[config.mk]
export PLATFORM = sky130hd
export DESIGN_NAME = frv_cf_arbiter_flat
export DESIGN_NICKNAME = d
export VERILOG_FILES = /design/src/rtl/frv_cf_arbiter_pkg.sv /design/src/rtl/frv_cf_arbiter_if.sv /design/src/rtl/frv_cf_arbiter_prio_sel.sv /design/src/rtl/frv_cf_arbiter.sv /design/src/flat_wrapper.sv
export SDC_FILE = /design/constraint.sdc
export NUM_CORES = 1
export LEC_CHECK = 0
export BUFFER_PORTS_ARGS = -buffer_cell sky130_fd_sc_hd__buf_2
export CORE_MARGIN = 4
export CORE_UTILIZATION = 49
export DETAILED_ROUTE_END_ITERATION = 6
export GPL_TIMING_DRIVEN = 0
export PLACE_DENSITY_LB_ADDON = 0.2
export SLEW_MARGIN = 20
export SYNTH_ARGS = -nofsm -noshare
export SYNTH_HDL_FRONTEND = slang
export SYNTH_SLANG_ARGS = --single-unit
[constraint.sdc]
create_clock -name g_clk -period 3.4 [get_ports g_clk]
set_input_delay 0 -clock g_clk [delete_from_list [all_inputs] [get_ports g_clk]]
set_output_delay 0 -clock g_clk [all_outputs]
set_load 0.02 [all_outputs]
[src/rtl/frv_cf_arbiter_pkg.sv]
// frv_cf_arbiter_pkg -- shared definitions for the control-flow arbiter.
//   cf_state_e : arbiter FSM states (IDLE waits for requesters, BUSY holds a grant)
//   CF_SRC_*   : source ids driven on cf_src
//   STARVE_W   : width of the interrupt starvation counter
package frv_cf_arbiter_pkg;

  typedef enum logic {
    ST_IDLE = 1'b0,
    ST_BUSY = 1'b1
  } cf_state_e;

  localparam logic [1:0] CF_SRC_WB  = 2'd0;
  localparam logic [1:0] CF_SRC_IRQ = 2'd1;
  localparam logic [1:0] CF_SRC_DBG = 2'd2;

  localparam int unsigned STARVE_W = 4;

endpackage

[src/rtl/frv_cf_arbiter_if.sv]
// frv_cf_arbiter_if -- control-flow request bundle between requesters,
// the arbiter and fetch.
//   wb_cf_*  : writeback-stage request / target / completion pulse
//   irq_cf_* : interrupt-controller request / target / completion pulse
//   dbg_cf_* : debug request channel, present only with FRV_CF_ARB_DEBUG_EN
//   cf_req / cf_target / cf_src : arbitrated request towards fetch
//   cf_ack   : fetch accepted the current cf_req
// Modports: slave = arbiter view, master = requester/fetch environment view.
interface frv_cf_arbiter_if #(
  parameter int unsigned XLEN = 32
) ();

  logic            wb_cf_req;
  logic [XLEN-1:0] wb_cf_target;
  logic            wb_cf_ack;

  logic            irq_cf_req;
  logic [XLEN-1:0] irq_cf_target;
  logic            irq_cf_ack;

`ifdef FRV_CF_ARB_DEBUG_EN
  logic            dbg_cf_req;
  logic [XLEN-1:0] dbg_cf_target;
  logic            dbg_cf_ack;
`endif

  logic            cf_req;
  logic [XLEN-1:0] cf_target;
  logic [1:0]      cf_src;
  logic            cf_ack;

`ifdef FRV_CF_ARB_DEBUG_EN
  modport slave (
    input  wb_cf_req, wb_cf_target, irq_cf_req, irq_cf_target,
           dbg_cf_req, dbg_cf_target, cf_ack,
    output wb_cf_ack, irq_cf_ack, dbg_cf_ack, cf_req, cf_target, cf_src
  );
  modport master (
    output wb_cf_req, wb_cf_target, irq_cf_req, irq_cf_target,
           dbg_cf_req, dbg_cf_target, cf_ack,
    input  wb_cf_ack, irq_cf_ack, dbg_cf_ack, cf_req, cf_target, cf_src
  );
`else
  modport slave (
    input  wb_cf_req, wb_cf_target, irq_cf_req, irq_cf_target, cf_ack,
    output wb_cf_ack, irq_cf_ack, cf_req, cf_target, cf_src
  );
  modport master (
    output wb_cf_req, wb_cf_target, irq_cf_req, irq_cf_target, cf_ack,
    input  wb_cf_ack, irq_cf_ack, cf_req, cf_target, cf_src
  );
`endif

endinterface

[src/rtl/frv_cf_arbiter_prio_sel.sv]
// frv_cf_prio_sel -- combinational winner selection for the control-flow
// arbiter. Priority dbg > wb > irq, except a starved irq beats wb.
//   wb_req / irq_req / dbg_req : live request lines
//   irq_starved                : irq has lost STARVE_LIMIT arbitrations in a row
//   any_req                    : at least one request present
//   winner                     : CF_SRC_* id of the winning requester
module frv_cf_prio_sel
  import frv_cf_arbiter_pkg::*;
(
  input  logic       wb_req,
  input  logic       irq_req,
  input  logic       dbg_req,
  input  logic       irq_starved,
  output logic       any_req,
  output logic [1:0] winner
);

  always_comb begin
    any_req = wb_req | irq_req | dbg_req;
    winner  = CF_SRC_WB;
    if (dbg_req) begin
      winner = CF_SRC_DBG;
    end else if (irq_req && (irq_starved || !wb_req)) begin
      winner = CF_SRC_IRQ;
    end
  end

endmodule

[src/rtl/frv_cf_arbiter.sv]
// frv_cf_arbiter -- arbitrates control-flow redirect requests onto a single
// fetch request channel, with starvation protection for the interrupt path.
//   g_clk   : clock, all state on the rising edge
//   g_reset : asynchronous active-high reset
//   bus     : frv_cf_arbiter_if.slave (requesters, fetch request and ack)
// Parameters: XLEN target width, STARVE_LIMIT (1..15) lost irq arbitrations
// before irq is promoted above wb.
// Macro FRV_CF_ARB_DEBUG_EN adds the debug channel at highest priority;
// without it arbitration is two-way and cf_src is never 2.
module frv_cf_arbiter
  import frv_cf_arbiter_pkg::*;
#(
  parameter int unsigned XLEN         = 32,
  parameter int unsigned STARVE_LIMIT = 4
) (
  input  logic               g_clk,
  input  logic               g_reset,
  frv_cf_arbiter_if.slave    bus
);

  localparam logic [STARVE_W-1:0] LIMIT = STARVE_W'(STARVE_LIMIT);

  cf_state_e           state_q, state_d;
  logic [1:0]          src_q;
  logic [XLEN-1:0]     tgt_q;
  logic [STARVE_W-1:0] starve_q, starve_d;

  logic                dbg_req;
  logic                any_req;
  logic [1:0]          winner;
  logic                grant;
  logic [XLEN-1:0]     grant_tgt;
  logic                wb_ack, irq_ack, dbg_ack;

`ifdef FRV_CF_ARB_DEBUG_EN
  assign dbg_req = bus.dbg_cf_req;
`else
  assign dbg_req = 1'b0;
`endif

  frv_cf_prio_sel u_prio_sel (
    .wb_req      (bus.wb_cf_req),
    .irq_req     (bus.irq_cf_req),
    .dbg_req     (dbg_req),
    .irq_starved (starve_q == LIMIT),
    .any_req     (any_req),
    .winner      (winner)
  );

  always_comb begin
    grant_tgt = bus.wb_cf_target;
    if (winner == CF_SRC_IRQ) begin
      grant_tgt = bus.irq_cf_target;
    end
`ifdef FRV_CF_ARB_DEBUG_EN
    if (winner == CF_SRC_DBG) begin
      grant_tgt = bus.dbg_cf_target;
    end
`endif
  end

  always_comb begin
    state_d  = state_q;
    starve_d = starve_q;
    grant    = 1'b0;
    wb_ack   = 1'b0;
    irq_ack  = 1'b0;
    dbg_ack  = 1'b0;
    case (state_q)
      ST_IDLE: begin
        if (any_req) begin
          state_d = ST_BUSY;
          grant   = 1'b1;
        end
        // Starvation is only tracked at grant opportunities, i.e. in IDLE.
        if (bus.irq_cf_req && winner != CF_SRC_IRQ) begin
          if (starve_q < LIMIT) begin
            starve_d = starve_q + 1'b1;
          end
        end else begin
          starve_d = '0;
        end
      end
      ST_BUSY: begin
        if (bus.cf_ack) begin
          state_d = ST_IDLE;
          wb_ack  = (src_q == CF_SRC_WB);
          irq_ack = (src_q == CF_SRC_IRQ);
          dbg_ack = (src_q == CF_SRC_DBG);
        end
      end
      default: state_d = ST_IDLE;
    endcase
  end

  always_ff @(posedge g_clk or posedge g_reset) begin
    if (g_reset) begin
      state_q  <= ST_IDLE;
      src_q    <= '0;
      tgt_q    <= '0;
      starve_q <= '0;
    end else begin
      state_q  <= state_d;
      starve_q <= starve_d;
      if (grant) begin
        src_q <= winner;
        tgt_q <= grant_tgt;
      end
    end
  end

  assign bus.cf_req     = (state_q == ST_BUSY);
  assign bus.cf_target  = tgt_q;
  assign bus.cf_src     = src_q;
  assign bus.wb_cf_ack  = wb_ack;
  assign bus.irq_cf_ack = irq_ack;
`ifdef FRV_CF_ARB_DEBUG_EN
  assign bus.dbg_cf_ack = dbg_ack;
`else
  logic unused_dbg_ack;
  assign unused_dbg_ack = dbg_ack;
`endif

endmodule
[src/flat_wrapper.sv]
// flat-port wrapper written by rule: the top's interface ports become plain ports
module frv_cf_arbiter_flat import frv_cf_arbiter_pkg::*;
#(
  parameter int unsigned XLEN         = 32,
  parameter int unsigned STARVE_LIMIT = 4
)
  (g_clk, g_reset, bus_wb_cf_req, bus_wb_cf_target, bus_irq_cf_req, bus_irq_cf_target, bus_cf_ack, bus_wb_cf_ack, bus_irq_cf_ack, bus_cf_req, bus_cf_target, bus_cf_src);
  frv_cf_arbiter_if #(.XLEN(XLEN)) bus_i ();
  input  logic g_clk;
  input  logic g_reset;
  input wire logic [$bits(bus_i.wb_cf_req)-1:0] bus_wb_cf_req;
  input wire logic [$bits(bus_i.wb_cf_target)-1:0] bus_wb_cf_target;
  input wire logic [$bits(bus_i.irq_cf_req)-1:0] bus_irq_cf_req;
  input wire logic [$bits(bus_i.irq_cf_target)-1:0] bus_irq_cf_target;
  input wire logic [$bits(bus_i.cf_ack)-1:0] bus_cf_ack;
  output wire logic [$bits(bus_i.wb_cf_ack)-1:0] bus_wb_cf_ack;
  output wire logic [$bits(bus_i.irq_cf_ack)-1:0] bus_irq_cf_ack;
  output wire logic [$bits(bus_i.cf_req)-1:0] bus_cf_req;
  output wire logic [$bits(bus_i.cf_target)-1:0] bus_cf_target;
  output wire logic [$bits(bus_i.cf_src)-1:0] bus_cf_src;
  assign bus_i.wb_cf_req = bus_wb_cf_req;
  assign bus_i.wb_cf_target = bus_wb_cf_target;
  assign bus_i.irq_cf_req = bus_irq_cf_req;
  assign bus_i.irq_cf_target = bus_irq_cf_target;
  assign bus_i.cf_ack = bus_cf_ack;
  assign bus_wb_cf_ack = bus_i.wb_cf_ack;
  assign bus_irq_cf_ack = bus_i.irq_cf_ack;
  assign bus_cf_req = bus_i.cf_req;
  assign bus_cf_target = bus_i.cf_target;
  assign bus_cf_src = bus_i.cf_src;
  frv_cf_arbiter #(.XLEN(XLEN), .STARVE_LIMIT(STARVE_LIMIT)) u_core (.g_clk(g_clk), .g_reset(g_reset), .bus(bus_i));
endmodule
After elaboration in Yosys (flattened, before gate mapping)
Cells that the tools add are included.
- register bits: 39
- input port bits: 69
- word-level logic and storage cells: 31
- add/sub/neg operators: 1
- magnitude comparators: 1
- eq/ne operators: 5
- mux-type cells: 12
- bitwise operators: 2
- reduce and logical (&&, ||, !) cells: 6
- operators with widths (cell ; number):
    32-bit 2-to-1 mux ; 1
    1-bit 2-to-1 mux ; 8
    4-bit 2-to-1 mux ; 2
    4-bit by 1-bit adder with 4-bit output, second input constant ; 1
    4-bit by 3-bit == test with 1-bit output, second input constant ; 1
    4-bit by 3-bit < comparator with 1-bit output, second input constant ; 1
    2-bit by 1-bit == test with 1-bit output, second input constant ; 1
    1-bit logical AND ; 2
    2-bit logical NOT ; 1
    2-bit != test, second input constant ; 1
    1-bit case mux with 2 select lines ; 1
    2-bit AND reduction ; 1
    1-bit == test, second input constant ; 1
    1-bit logical NOT ; 1
    1-bit logical OR ; 1
    1-bit != test, second input constant ; 1
    1-bit inverter ; 1
    1-bit OR ; 1

Depth between registers and ports, before layout
Gate-level depths: netlist of the first run.
- depth after elaboration: 8
- depth in mapped cells: 7

Modules after synthesis
A second synthesis of the first run with hierarchy kept.
- cell total of the unflattened synthesis: 180
- area, all modules: 1928.1 sq um
- modules (own cells, without submodules) (module ; instances ; cells each ; area an instance (sq um) ; seq. area each (sq um)):
    frv_cf_arbiter ; 1 ; 176 ; 1895.6 ; 975.9
    frv_cf_prio_sel ; 1 ; 4 ; 32.5 ; 0.0

Least setup slack after synthesis of the first run
OpenSTA, ideal clock, no wires.
- kind: register to register
- from: register u_core.starve_q[0]
- to: register u_core.tgt_q[14] (netlist: u_core.bus.cf_target[14])
- setup time: 82 ps
- data arrival time: 1318 ps
- required time: 3318 ps
- path slack: 2000 ps
- stages on the path, launching flop included: 8
- period minus slack after synthesis: 1400 ps
- cells stage by stage: dfrtp_1 -> inv_1 -> ha_1 -> nand4b_1 -> buf_4 -> buf_6 -> a21bo_1 -> a31oi_1
- longest elaborated chain between the ends: 6
- ends and longest elaborated chain (item ; RTL line ; RTL):
    start, declared ; frv_cf_arbiter.sv:26 ; logic [STARVE_W-1:0] starve_q, starve_d;
    start signal, assigned ; frv_cf_arbiter.sv:104 ; starve_q <= starve_d;
    4-bit by 3-bit == test with 1-bit output ; frv_cf_arbiter.sv:45 ; .irq_starved (starve_q == LIMIT),
    1-bit logical OR ; frv_cf_arbiter_prio_sel.sv:23 ; end else if (irq_req && (irq_starved || !wb_req)) begin
    1-bit logical AND ; frv_cf_arbiter_prio_sel.sv:23 ;
    1-bit 2-to-1 mux ; frv_cf_arbiter_prio_sel.sv:23 ;
    1-bit == test ; frv_cf_arbiter.sv:52 ; if (winner == CF_SRC_IRQ) begin
    32-bit 2-to-1 mux ; frv_cf_arbiter.sv:52 ;
    end signal, assigned ; frv_cf_arbiter.sv:107 ; tgt_q <= grant_tgt;
    end, declared ; frv_cf_arbiter.sv:25 ; logic [XLEN-1:0] tgt_q;
Every way passes these cells.
A chain may end at the register's enable or synchronous reset.

Worst setup path in the final report of the first run
- from: register u_core.starve_q[0]
- to: register u_core.tgt_q[22] (netlist: u_core.bus.cf_target[22])
Same word-level chain as after synthesis.

==> results of run 1 <==
cells in the mapped netlist:
library cell / number / share of area (%)
buf_6: 2 / 1.1
a21boi_0: 1 / 0.36
o22a_1: 1 / 0.42
a21bo_2: 12 / 5.8
nor3b_1: 1 / 0.36
or4b_1: 1 / 0.48
nand3_1: 32 / 7.7
and3_1: 1 / 0.30
a221o_1: 1 / 0.48
a31oi_1: 33 / 9.9
dfrtp_1: 38 / 46
o21ai_1: 1 / 0.24
clkbuf_1: 2 / 0.36
ha_1: 2 / 1.2
a22o_1: 2 / 0.84
buf_4: 4 / 1.4
o21ai_0: 2 / 0.48
conb_1: 1 / 0.18
buf_2: 15 / 3.6
nand2_1: 3 / 0.54
nor4b_1: 1 / 0.42
a21bo_1: 20 / 9.6
inv_1: 5 / 0.90
nor2_1: 36 / 6.5
nand4b_1: 1 / 0.42
o21ba_1: 1 / 0.48
nand2b_1: 1 / 0.30
report_power, final:
| part | switching [mW] | total [mW] | internal [mW] |
|---|---|---|---|
| logic | 0.467 | 0.771 | 0.304 |
| clock network | 0.146 | 0.287 | 0.141 |
| registers | 0.0847 | 0.692 | 0.607 |
| total | 0.697 | 1.75 | 1.05 |
how the worst max path moves through the flow:
stage | startpoint | end | slack [ns] | cells past startpoint
finish | u_core.starve_q[0] | u_core.bus.cf_target[22] | 1.75 | 7
global route | u_core.starve_q[0] | u_core.bus.cf_target[22] | 1.60 | 7
CTS | u_core.starve_q[0] | u_core.bus.cf_target[16] | 1.75 | 7
detailed placement | u_core.starve_q[0] | u_core.bus.cf_target[16] | 1.80 | 7
global placement | u_core.starve_q[0] | u_core.bus.cf_target[2] | 1.84 | 6
floorplan | u_core.starve_q[0] | u_core.bus.cf_target[14] | 2.00 | 7
layout make-up:
| cell class | count | area (µm²) |
|---|---|---|
| Clock buffer | 7 | 76.32 |
| Fill cell | 300 | 977.2 |
| Multi-Input combinational cell | 154 | 978.4 |
| Buffer | 23 | 135.1 |
| Timing Repair Buffer | 136 | 858.3 |
| Inverter | 5 | 18.77 |
| Tap cell | 50 | 62.56 |
| Sequential cell | 38 | 950.9 |
metrics by stage:
| stage | area, µm² | util [%] | cells |
|---|---|---|---|
| finish | 3080 | 75.92 | 413 |
| global route | 3080 | 75.92 | 413 |
| CTS | 3080 | 75.92 | 413 |
| detailed placement | 2694 | 66.39 | 375 |
| global placement | 2666 | 65.71 | 374 |
| floorplan | 2083 | - | 220 |
placed cells by master, fill, tap and decap left out:
cell | synthesis | routed
nor2_1 | 36 | 36
buf_2 | 15 | 119
a31oi_1 | 33 | 33
nand4b_1 | 1 | 1
ha_1 | 2 | 2
inv_1 | 5 | 4
nor4b_1 | 1 | 1
a22o_1 | 2 | 2
or4b_1 | 1 | 1
nand3_1 | 32 | 32
a21bo_1 | 20 | 20
dlygate4sd3_1 | 0 | 31
conb_1 | 1 | 1
o22a_1 | 1 | 1
a221o_1 | 1 | 1
and3_1 | 1 | 1
a21boi_0 | 1 | 1
nand2_1 | 3 | 3
dfrtp_1 | 38 | 38
a21bo_2 | 12 | 12
inv_2 | 0 | 1
o21ba_1 | 1 | 1
o21ai_1 | 1 | 1
buf_6 | 2 | 2
clkbuf_1 | 2 | 4
buf_4 | 4 | 4
clkbuf_8 | 0 | 5
nand2b_1 | 1 | 1
nor3b_1 | 1 | 1
buf_16 | 0 | 1
o21ai_0 | 2 | 2
critical path, cell delays in order (launching register included):
cell      delay, ns
dfrtp_1        0.40
inv_1          0.08
ha_1           0.22
nand4b_1       0.12
buf_4          0.19
buf_2          0.23
nand3_1        0.11
a31oi_1        0.21
routing by layer:
layer  global-route usage, %  share of wire [%]
met5                       0                  0
met2                   41.11                 50
met4                   7.787                1.8
met1                   28.91                 40
met3                   5.923                8.1
registers in the layout, indices dropped and copies added, names as in the netlist:
signal                cells
u_core.starve_q           4
u_core.bus.cf_req         1
u_core.bus.cf_target     32
u_core.bus.cf_src         1
kinds of logic (layout without fill, tap and decap cells):
kind of cell | Yosys count | after routing | share of synthesized area [%]
adder cells (fa/ha/maj) | 2 | 2 | 1.201
AND/OR/NAND/NOR | 77 | 77 | 17.00
flip-flops | 38 | 38 | 45.65
AO/OA/AOI/OAI | 74 | 74 | 28.59
buffers and inverters | 28 | 171 | 7.388
other | 1 | 1 | 0.1800
==> summary.md, run 1 <==
| Metric | Value |
|---|---|
| Global-route usage over all layers | `23.84%` |
| Min-delay worst type | `input port to flop` |
| Static leakage | `1.527 nW` |
| Largest net degree at the start of global routing | `21` |
| Clock-pin slew of the registers on the worst-case setup and hold paths | `0.07 ns` |
| Die extent in y | `73.21 µm` |
| # hold bufs at CTS | `31` |
| Startpoint of the worst-slack reg-to-reg timing path | `u_core.starve_q[0]` |
| IO buf count | `104` |
| Status | `finished, final reports clean` |
| Core box area | `4058 µm²` |
| Post-place setup slack | `1.795 ns` |
| Hold wc startpoint | `bus_wb_cf_target[15]` |
| Synthesis warning total | `0` |
| TritonCTS Sinks | `38` |
| #FFs+latches synth | `38` |
| Largest voltage drop on the vdd net | `0.3650 mV` |
| Top-Level Pins | `106` |
| Sum of negative setup slack | `0 ns` |
| Max-slew violation total from the final report | `0` |
| Routed wire length | `6.164 mm` |
| DIE AREA | `5359 µm²` |
| Post-Syn Area per Cell | `9.469 µm²` |
| Vias after detailed routing | `2227` |
| Endpoint of the most critical register-to-register path | `u_core.bus.cf_target[22]` |
| Mean number of vias per cell | `5.392` |
| Insertion delay to the later sink of the worst-skew pair | `0.28 ns` |
| Final hold violation count | `0` |
| Sum of net half-perimeters after detailed placement | `4.257 mm` |
| Initial antenna violation count | `0` |
| Distinct cells, synth | `27` |
| Power consumption | `1.750 mW` |
| Element type at the critical path end | `flop` |
| Ant. Diodes | `0` |
| Fraction of the yosys area taken by sequential cells | `45.65%` |
| Final #Nets | `434` |
| RD Place Congestion | `0.7616` |
| Power density over cell area | `568.2 nW/µm²` |
| Hold Crit Endpoint | `u_core.bus.cf_target[15]` |
| Wire length of the first global-routing pass | `10.09 mm` |
| Largest driver fanout on the critical path | `10` |
| Minimum setup slack in the final design | `1.745 ns` |
| Final count of negative-setup-slack endpoints | `0` |
| Total standard cell area after synthesis | `2083 µm²` |
| Required time of the critical path | `3.59 ns` |
| Worst hold slack | `0.004961 ns` |
| Fmax | `604.4 MHz` |
| GRT overflow | `0` |
| Area Growth Syn to Fin | `47.87%` |
| Number of buffers created by CTS | `5` |
| Post-cts sizing count | `0` |
| Final Cycle Share | `48.67%` |
| CP Launch Type | `flop` |
| Detailed-routing iteration count for the pre-antenna-repair pass | `5` |
| Chip Width | `73.21 µm` |
| Setup Skew | `0.003066 ns` |
| H-Tree Level Count | `2` |
| Number of cells traversed by the worst hold path | `3` |
| ANT nets after route | `0` |
| Cells after Synth | `220` |
| TritonCTS clock tree | `yes` |
| DRC violations left | `0` |
| Final critical-path required period | `1.655 ns` |
| Worst Setup Path Type | `flop to flop` |
| Cell Rows | `23` |
| Number of global-route vias before repair | `2256` |
| Setup repair after global routing missed its margin | `false` |
| Number of buffers inserted to repair setup after CTS | `0` |
| Number of max-cap violations | `0` |
| Syn nets | `291` |
| CTS Root Cell | `clkbuf_8` |
| Worst-case register-to-register setup slack | `1.75 ns` |
| Initial core utilization | `51.34%` |
| Data arrival time of the worst path | `1.85 ns` |
| Proportion of layout cells with a drive suffix above 1 | `39.67%` |
| Initial detailed-routing violation count | `102` |
| WL per Instance | `14.92 µm` |
| Max Root-Sink Buffers | `2` |
| Number of cells traversed by the worst register-to-register path | `7` |
Power figures use the tool's default switching activity.
==> run 2: changes to the inputs <==
--- a/config.mk
+++ b/config.mk
@@ -7,7 +7,7 @@
 export LEC_CHECK = 0
 export BUFFER_PORTS_ARGS = -buffer_cell sky130_fd_sc_hd__buf_2
 export CORE_MARGIN = 4
-export CORE_UTILIZATION = 49
+export CORE_UTILIZATION = 41
 export DETAILED_ROUTE_END_ITERATION = 6
 export GPL_TIMING_DRIVEN = 0
 export PLACE_DENSITY_LB_ADDON = 0.2
==> constraint.sdc (replaced) <==
create_clock -name g_clk -period 1.4 [get_ports g_clk]
set_input_delay 0 -clock g_clk [delete_from_list [all_inputs] [get_ports g_clk]]
set_output_delay 0 -clock g_clk [all_outputs]
set_load 0.02 [all_outputs]
==> summary.md, run 2 (synthesis results as in run 1) <==
| Metric | Value |
|---|---|
| Fill cells | `419 (+40%)` |
| Commonest non-fill, non-tap cell in the layout | `buf_2` |
| Mean number of vias per cell | `5.138 (-4.7%)` |
| Number of cells traversed by the worst register-to-register path | `7 (unchanged)` |
| WL per Instance | `15.33 µm (+2.7%)` |
| Initial antenna violation count | `0 (unchanged)` |
| CTS Root Cell | `clkbuf_8` |
| Vias after detailed routing | `2276 (+2.2%)` |
| CP bufs+invs | `3 (unchanged)` |
| Top-Level Pins | `106 (unchanged)` |
| Die extent in y | `79.28 µm (+8.3%)` |
| IO buf count | `104 (unchanged)` |
| Element type at the critical path end | `flop` |
| Static leakage | `1.673 nW (+9.6%)` |
| Worst hold slack | `0.03196 ns (+0.02700 ns)` |
| Ant. Diodes | `0 (unchanged)` |
| Initial detailed-routing violation count | `84 (-18%)` |
| Most frequent cells in the layout | `buf_2 (112), dfrtp_1 (38), nor2_1 (36), dlygate4sd3_1 (34), a31oi_1 (32)` |
| ANT nets after route | `0 (unchanged)` |
| CP Launch Type | `flop` |
| Number of stages on the worst setup path | `7 (unchanged)` |
| Initial core utilization | `43.25% (-8.1 points)` |
| Final #Nets | `446 (+2.8%)` |
| Final count of negative-setup-slack endpoints | `31 (+31)` |
| Endpoint of the most critical register-to-register path | `u_core.bus.cf_target[4]` |
| DIE AREA | `6285 µm² (+17%)` |
| Minimum setup slack in the final design | `-0.09012 ns (-1.835 ns)` |
| Critical-path top delay cell | `dfrtp_1` |
| Worst-case register-to-register setup slack | `-0.09 ns (-1.84 ns)` |
| Max stage delay on crit path | `0.40 ns (about the same)` |
| Power density over cell area | `1428 nW/µm² (+150%)` |
| H-Tree Level Count | `2 (unchanged)` |
| Max Root-Sink Buffers | `2 (unchanged)` |
| Cell-by-cell trace of the critical path | `inv_2 > ha_4 > nand4b_1 > buf_4 > buf_6 > a21bo_2 > a31oi_1` |
| Worst Setup Path Type | `flop to flop` |
| Placed Area | `2711 µm² (+0.65%)` |
| Fmax | `671.1 MHz (+11%)` |
| Proportion of layout cells with a drive suffix above 1 | `44.95% (+5.3 points)` |
| RD Place Congestion | `0.7336 (-3.7%)` |
| Placed Cells incl. Taps | `392 (+4.5%)` |
| Clock-pin slew of the registers on the worst-case setup and hold paths | `0.07 ns (about the same)` |
| DRC violations left | `0 (unchanged)` |
| Number of buffers created by CTS | `5 (unchanged)` |
| Largest driver fanout on the critical path | `6 (-4)` |
| Required time of the critical path | `1.61 ns (-1.98 ns)` |
| GRT overflow | `0 (unchanged)` |
| Max-slew violation total from the final report | `0 (unchanged)` |
| Sum of net half-perimeters after detailed placement | `4.242 mm (-0.35%)` |
| Cell area after layout | `3396 µm² (+10%)` |
| Final standard cell count with taps included and fillers excluded | `443 (+7.3%)` |
| Final critical-path required period | `1.490 ns (-0.1645 ns)` |
| Wire length of the first global-routing pass | `10.49 mm (+4.0%)` |
| Violations in the final reports | `negative setup slack` |
| Routed wire length | `6.790 mm (+10%)` |
| Largest voltage drop on the vdd net | `0.8273 mV (+130%)` |
| TritonCTS Sinks | `38 (unchanged)` |
| Final hold violation count | `0 (unchanged)` |
| Number of max-cap violations | `0 (unchanged)` |
| Global-route usage over all layers | `21.11% (-2.7 points)` |
| Chip Width | `79.28 µm (+8.3%)` |
| Detailed-routing iteration count for the pre-antenna-repair pass | `4 (-1)` |
| Number of global-route vias before repair | `2199 (-2.5%)` |
| Core box area | `4817 µm² (+19%)` |
| Area Growth Syn to Fin | `63.00%` |
| Cell Rows | `25 (+8.7%)` |
| TritonCTS clock tree | `yes` |
| Sum of negative setup slack | `-1.678 ns (-1.678 ns)` |
| Status | `finished, violations left` |
| Top delay family on crit path | `flip-flops` |
| Setup repair after global routing missed its margin | `true` |
| Capturing element of the worst setup path | `u_core.bus.cf_target[4]` |
| Insertion delay to the later sink of the worst-skew pair | `0.30 ns (+0.02 ns)` |
| Data arrival time of the worst path | `1.70 ns (-0.15 ns)` |
| Largest net degree at the start of global routing | `27 (+29%)` |
| Worst setup path startpoint | `u_core.starve_q[0]` |
| Startpoint of the worst-slack reg-to-reg timing path | `u_core.starve_q[0]` |
| Setup Skew | `0.006404 ns (+0.003338 ns)` |
| Max reg flops | `32 (unchanged)` |
| Min-delay worst type | `input port to flop` |
| Final Cycle Share | `106.4% (+58 points)` |
run 2: timing repair:
item                                    CTS  global route
gates cloned                              0             3
endpoints found under the hold margin    71             0
setup buffers                             3             3
hold buffers                             34             0
pin swaps                                 0            26
gates resized for setup                   7            22
endpoints found under the setup margin   34            34
run 2: power by group:
| group | total (mW) | switching [mW] | internal (mW) |
|---|---|---|---|
| Clock | 1.17 | 0.413 | 0.761 |
| Combinational | 2.00 | 1.17 | 0.825 |
| Sequential | 1.68 | 0.205 | 1.47 |
| Total | 4.85 | 1.79 | 3.06 |
run 2: area by class of cell:
type / count / area (µm²) / area share, %
clock buffer: 6 / 82.58 / 2.432
buffer: 23 / 175.2 / 5.158
sequential: 38 / 950.9 / 28.00
timing repair buffer: 148 / 987.2 / 29.07
clock inverter: 2 / 60.06 / 1.769
tap: 67 / 83.83 / 2.469
inverter: 5 / 18.77 / 0.5527
multi-input combinational: 154 / 1037 / 30.55
run 2: through the flow:
| step | utilization (%) | power (mW) | setup WS [ns] |
|---|---|---|---|
| CTS | 67.12 | 4.774 | -0.1219 |
| floorplan | - | 2.829 | 0.004024 |
| global placement | 55.87 | 3.462 | -0.2233 |
| global route | 70.49 | 5.126 | -0.1743 |
| detailed placement | 56.29 | 3.502 | -0.2124 |
| finish | 70.49 | 4.849 | -0.09012 |
run 2: how the worst min path moves through the flow:
| stage | startpoint | end | slack (ns) | cells past startpoint |
|---|---|---|---|---|
| floorplan | bus_cf_ack | u_core.bus.cf_req | 0.1 | 1 |
| detailed placement | g_reset | u_core.bus.cf_target[27] | -0.03 | 2 |
| finish | bus_wb_cf_req | u_core.bus.cf_req | 0.03 | 3 |
| global placement | bus_cf_ack | u_core.bus.cf_req | 0.21 | 2 |
| CTS | bus_wb_cf_req | u_core.bus.cf_req | 0.03 | 3 |
| global route | bus_irq_cf_target[15] | u_core.bus.cf_target[15] | 0.06 | 3 |
run 2: worst register-to-register path, cell delays in order, from the launching register on:
cell,delay (ns)
dfrtp_1,0.40
inv_2,0.08
ha_4,0.13
nand4b_1,0.14
buf_4,0.18
buf_6,0.13
a21bo_2,0.19
a31oi_1,0.17
run 2: metal layers:
metal	up-vias	part of all wire, %	track usage [%]
met2	88	49	36.36
met1	1074	43	26.35
li1	1106	-	-
met4	0	1.1	5.498
met3	8	6.9	5.215
met5	-	0	0
